===== src/rtl/bin_to_bcd_serial.sv =====
// Serial binary-to-BCD converter (shift-and-add-3), one bit per clock, valid/ready on both sides.
// Optional `BIN2BCD_SATURATE_EN`: clamp the result to all nines when the input overflows.
module bin_to_bcd_serial #(
    parameter int BIN_W  = 14,
    parameter int DIGITS = 4
) (
    input  logic                  clock,
    input  logic                  reset,
    input  logic                  io_in_valid,
    output logic                  io_in_ready,
    input  logic [BIN_W-1:0]      io_in_bits,
    output logic                  io_out_valid,
    input  logic                  io_out_ready,
    output logic [4*DIGITS-1:0]   io_out_bits,
    output logic                  io_out_overflow
);

    localparam int OUT_W = 4 * DIGITS;
    localparam int CNT_W = $clog2(BIN_W + 1);

    typedef enum logic [1:0] {IDLE, SHIFT, DONE} state_t;

    state_t             state;
    logic [CNT_W-1:0]   cnt;
    logic               ovf_sticky;
    logic [OUT_W-1:0]   out_bits;
    logic               out_ovf;
    logic [BIN_W-1:0]   bin_sr;
    logic [OUT_W-1:0]   bcd_sr;

    logic [OUT_W-1:0]   bcd_adj;
    logic [OUT_W-1:0]   bcd_next;
    logic [BIN_W-1:0]   bin_next;
    logic               ovf_next;
    logic [OUT_W-1:0]   result;

    // Digits are adjusted independently; a 4-bit add of 3 to 5..9 never wraps.
    function automatic logic [OUT_W-1:0] add3_digits(input logic [OUT_W-1:0] v);
        logic [OUT_W-1:0] r;
        r = v;
        for (int i = 0; i < DIGITS; i++) begin
            if (v[4*i +: 4] >= 4'd5)
                r[4*i +: 4] = v[4*i +: 4] + 4'd3;
        end
        return r;
    endfunction

`ifdef BIN2BCD_SATURATE_EN
    function automatic logic [OUT_W-1:0] saturate(input logic [OUT_W-1:0] v, input logic ovf);
        return ovf ? {DIGITS{4'h9}} : v;
    endfunction
`endif

    always_comb begin
        bcd_adj  = add3_digits(bcd_sr);
        bcd_next = {bcd_adj[OUT_W-2:0], bin_sr[BIN_W-1]};
        bin_next = {bin_sr[BIN_W-2:0], 1'b0};
        // The bit leaving the top digit means the value no longer fits in DIGITS digits.
        ovf_next = ovf_sticky | bcd_adj[OUT_W-1];
`ifdef BIN2BCD_SATURATE_EN
        result   = saturate(bcd_next, ovf_next);
`else
        result   = bcd_next;
`endif
    end

    always_ff @(posedge clock or negedge reset) begin
        if (!reset) begin
            state      <= IDLE;
            cnt        <= '0;
            ovf_sticky <= 1'b0;
            out_bits   <= '0;
            out_ovf    <= 1'b0;
        end else begin
            case (state)
                IDLE: begin
                    if (io_in_valid) begin
                        state      <= SHIFT;
                        cnt        <= CNT_W'(BIN_W);
                        ovf_sticky <= 1'b0;
                    end
                end
                SHIFT: begin
                    cnt        <= cnt - CNT_W'(1);
                    ovf_sticky <= ovf_next;
                    if (cnt == CNT_W'(1)) begin
                        state    <= DONE;
                        out_bits <= result;
                        out_ovf  <= ovf_next;
                    end
                end
                DONE: begin
                    if (io_out_ready)
                        state <= IDLE;
                end
                default: state <= IDLE;
            endcase
        end
    end

    // Working shift registers carry no reset; they are reloaded on every accept.
    always_ff @(posedge clock) begin
        if (state == IDLE && io_in_valid) begin
            bin_sr <= io_in_bits;
            bcd_sr <= '0;
        end else if (state == SHIFT) begin
            bin_sr <= bin_next;
            bcd_sr <= bcd_next;
        end
    end

    assign io_in_ready     = (state == IDLE);
    assign io_out_valid    = (state == DONE);
    assign io_out_bits     = out_bits;
    assign io_out_overflow = out_ovf;

endmodule


===== config.mk =====
export PLATFORM = sky130hd
export DESIGN_NAME = bin_to_bcd_serial
export DESIGN_NICKNAME = d
export VERILOG_FILES = /design/src/rtl/bin_to_bcd_serial.sv
export SDC_FILE = /design/constraint.sdc
export NUM_CORES = 1
export LEC_CHECK = 0
export ABC_AREA = 0
export CELL_PAD_IN_SITES_DETAIL_PLACEMENT = 0
export CELL_PAD_IN_SITES_GLOBAL_PLACEMENT = 1
export CORE_MARGIN = 10
export CORE_UTILIZATION = 25
export DETAILED_ROUTE_END_ITERATION = 16
export GPL_TIMING_DRIVEN = 0
export PLACE_DENSITY = 0.6
export SLEW_MARGIN = 40
export SYNTH_ARGS = -nofsm -noshare
export SYNTH_HDL_FRONTEND = slang
export SYNTH_SLANG_ARGS = --single-unit

===== constraint.sdc =====
create_clock -name clock -period 1.6 [get_ports clock]
set_input_delay 0.32 -clock clock [delete_from_list [all_inputs] [get_ports clock]]
set_output_delay 0.32 -clock clock [all_outputs]
set_load 0.01 [all_outputs]

==> impl_metrics.json <==
{
  "status": "completed",
  "final_cell_mix": "nand2_1 (58), clkdlybuf4s50_1 (30), o21ai_0 (24), dfrtp_1 (24), dfxtp_1 (16)",
  "worstMarginPinSlew_ns": 0.5911,
  "power_density_nw_per_um2": 1968,
  "synth_edf_count": 14,
  "synth_top_area_cell": "dfrtp_1",
  "initial_core_util_pct": 25.42,
  "io_buffers": 36,
  "finalCritPeriodShare_pct": 96.35,
  "grt_pass1_vias": 1849,
  "synthTopCellsByArea": "dfrtp_1 (25%), edfxtp_1 (17%), dfxtp_1 (13%)",
  "netlist_instances": 243,
  "ctsRootBufferMaster": "clkbuf_8",
  "cts.sinks": 54,
  "synth_cell_types": 35,
  "grt_overflow": 0,
  "rsz0062_at_grt": "true",
  "min_path_type": "in -> async",
  "synth.avg_cell_area_um2": 10.08,
  "max-cap-violations": 0,
  "whs_ns": 0.002805,
  "vias_per_cell": 4.302,
  "synth_ff_type": "dfrtp_1",
  "grt_use_total_pct": 8.068,
  "crit_family": "buffers and inverters",
  "fp.coreArea_um2": 9639,
  "ctsHoldBuffers": 0,
  "die_w_um": 119.0,
  "final_area_um2": 3141,
  "period_minus_slack_ns": 1.542,
  "crit_fanout": 2,
  "synth_warnings": 0,
  "fmax_ghz": 0.6487,
  "drt_iter0_drc": 67,
  "diodes": 0,
  "cts_buffer_depth": 2,
  "vias": 1824,
  "antenna_found_initial": 0,
  "worst-path-buf-inv": 1,
  "htreeDepth": 2,
  "drc": 0,
  "fin_nets": 318,
  "crit_chain": "clkdlybuf4s50_1",
  "drive_gt1_share_pct": 14.09,
  "grt_pass1_wl_um": 9363,
  "hold_violations": 0,
  "cp-end-kind": "output pin",
  "postRouteWirelength_um": 5636,
  "place_area_um2": 2972,
  "final_util_pct": 32.58,
  "antenna_left": 0,
  "ys_seq_elements": 54,
  "p_leak_nw": 1.372,
  "syn-num-nets": 271,
  "synth_top_area_share_pct": 24.51,
  "start_kind": "flip-flop",
  "cts_tree": "yes",
  "area_delta_synth_final_pct": 28.19,
  "drt_first_pass_iters": 4,
  "clk_pin_slew_worst_paths_ns": 0.10,
  "grt_max_degree": 25,
  "skew_ns": 0.008476,
  "cp.required_ns": 1.28,
  "crit_type": "reg -> out",
  "dp_hpwl_um": 3974,
  "crit_path_top_delay_cell": "clkdlybuf4s50_1",
  "ir_drop_v": 0.0004866,
  "fillers": 1029,
  "arrival_ns": 1.22,
  "slew_headroom_pct": 60.59,
  "num_rows": 36,
  "wl_per_cell_um": 13.29,
  "die_y_um": 119.0,
  "setup-violations-final": 0,
  "synthArstFlopShare_pct": 44.44,
  "clk_latency_ns": 0.31,
  "drv_slew": 0,
  "final_common_cell": "nand2_1",
  "p_total_w": 0.006180,
  "io-pin-count": 37,
  "synth_area_um2": 2450,
  "dieArea_um2": 14160,
  "cp_slowest_stage_delay_ns": 0.56,
  "cts_buffers": 5,
  "ys_seq_area_share_pct": 54.75,
  "place.gp.congestion": 0.7509
}
-- cell usage after synthesis, types with 2 or more instances --
cell type	n
nand2b_1	6
dfrtp_1	24
nor3_1	5
nor3b_1	7
clkbuf_1	4
o22ai_1	7
buf_2	3
dfxtp_1	16
ha_1	10
a22o_1	4
o21ai_0	24
buf_4	2
a21oi_1	11
mux2i_1	4
inv_1	11
edfxtp_1	14
a21oi_2	4
nor2_1	3
mux2_4	5
nand3_1	3
xnor2_1	4
nand2_1	59
-- logic make-up after synthesis --
logic type               share of synthesized area [%]
multiplexers                                     4.699
flip-flops                                       54.75
buffers and inverters                            4.136
AND/OR/NAND/NOR                                  16.39
AO/OA/AOI/OAI                                    13.48
XOR/XNOR                                         1.430
adder cells (fa/ha/maj)                          5.107
-- metal layers --
metal / GRT usage [%] / share of wire (%)
met5: 0 / 0
met4: 3.206 / 1.0
met3: 2.220 / 3.5
met2: 12.76 / 46
met1: 10.19 / 50
-- through the flow --
stage	std cells	setup TNS, ns	worst slack, ns
finish	424	0	0.05834
global route	424	-0.03364	-0.02196
CTS	422	0	0.009275
detailed placement	412	-12.61	-0.5256
global placement	412	-16.73	-0.5293
floorplan	243	0	0.1875
-- sequential cells by signal (all words and copies together) (netlist names) --
register	flops
state	2
io_out_overflow	1
bin_sr	14
cnt	4
bcd_sr	16
ovf_sticky	1
io_out_bits	16
-- final timing paths --
path | startpoint | to | slack (ns) | depth (start not counted)
worst max-delay path | io_out_bits[0]$_DFFE_PN0P_ | io_out_bits[0] | 0.06 | 1
max in group asynchronous | reset | io_out_bits[0]$_DFFE_PN0P_ | 1.20 | 1
worst min register to register | bin_sr[13]$_DFFE_PP_ | bcd_sr[0]$_SDFFE_PP0N_ | 0.49 | 2
worst max register to register | bcd_sr[1]$_SDFFE_PP0N_ | io_out_bits[2]$_DFFE_PN0P_ | 0.10 | 6
worst min-delay path | reset | io_out_bits[9]$_DFFE_PN0P_ | 0.003 | 1
min in group clock | bin_sr[13]$_DFFE_PP_ | bcd_sr[0]$_SDFFE_PP0N_ | 0.49 | 2
-- cell type report --
type | instances | area (µm²) | share of cell area (%)
repair buffers | 41 | 400.4 | 12.75
multi-input cells | 167 | 1040 | 33.11
clock inverters | 3 | 16.27 | 0.5179
well taps | 133 | 166.4 | 5.299
flip-flops and latches | 54 | 1341 | 42.71
inverters | 12 | 46.29 | 1.474
clock buffers | 5 | 68.82 | 2.191
plain buffers | 9 | 61.31 | 1.952
-- repair_timing --
action | 4_1_cts | 5_1_grt
resized for setup | 6 | 16
buffers inserted | 2 | 3
setup endpoints to repair | 38 | 35
pin swaps | 0 | 2
-- power breakdown --
group | switching, W | total (W) | internal [W]
registers | 0.000417 | 0.00253 | 0.00212
logic | 0.00147 | 0.00289 | 0.00142
clock network | 0.000460 | 0.000762 | 0.000301
total | 0.00234 | 0.00618 | 0.00384
(Power assumes the default switching activity.)
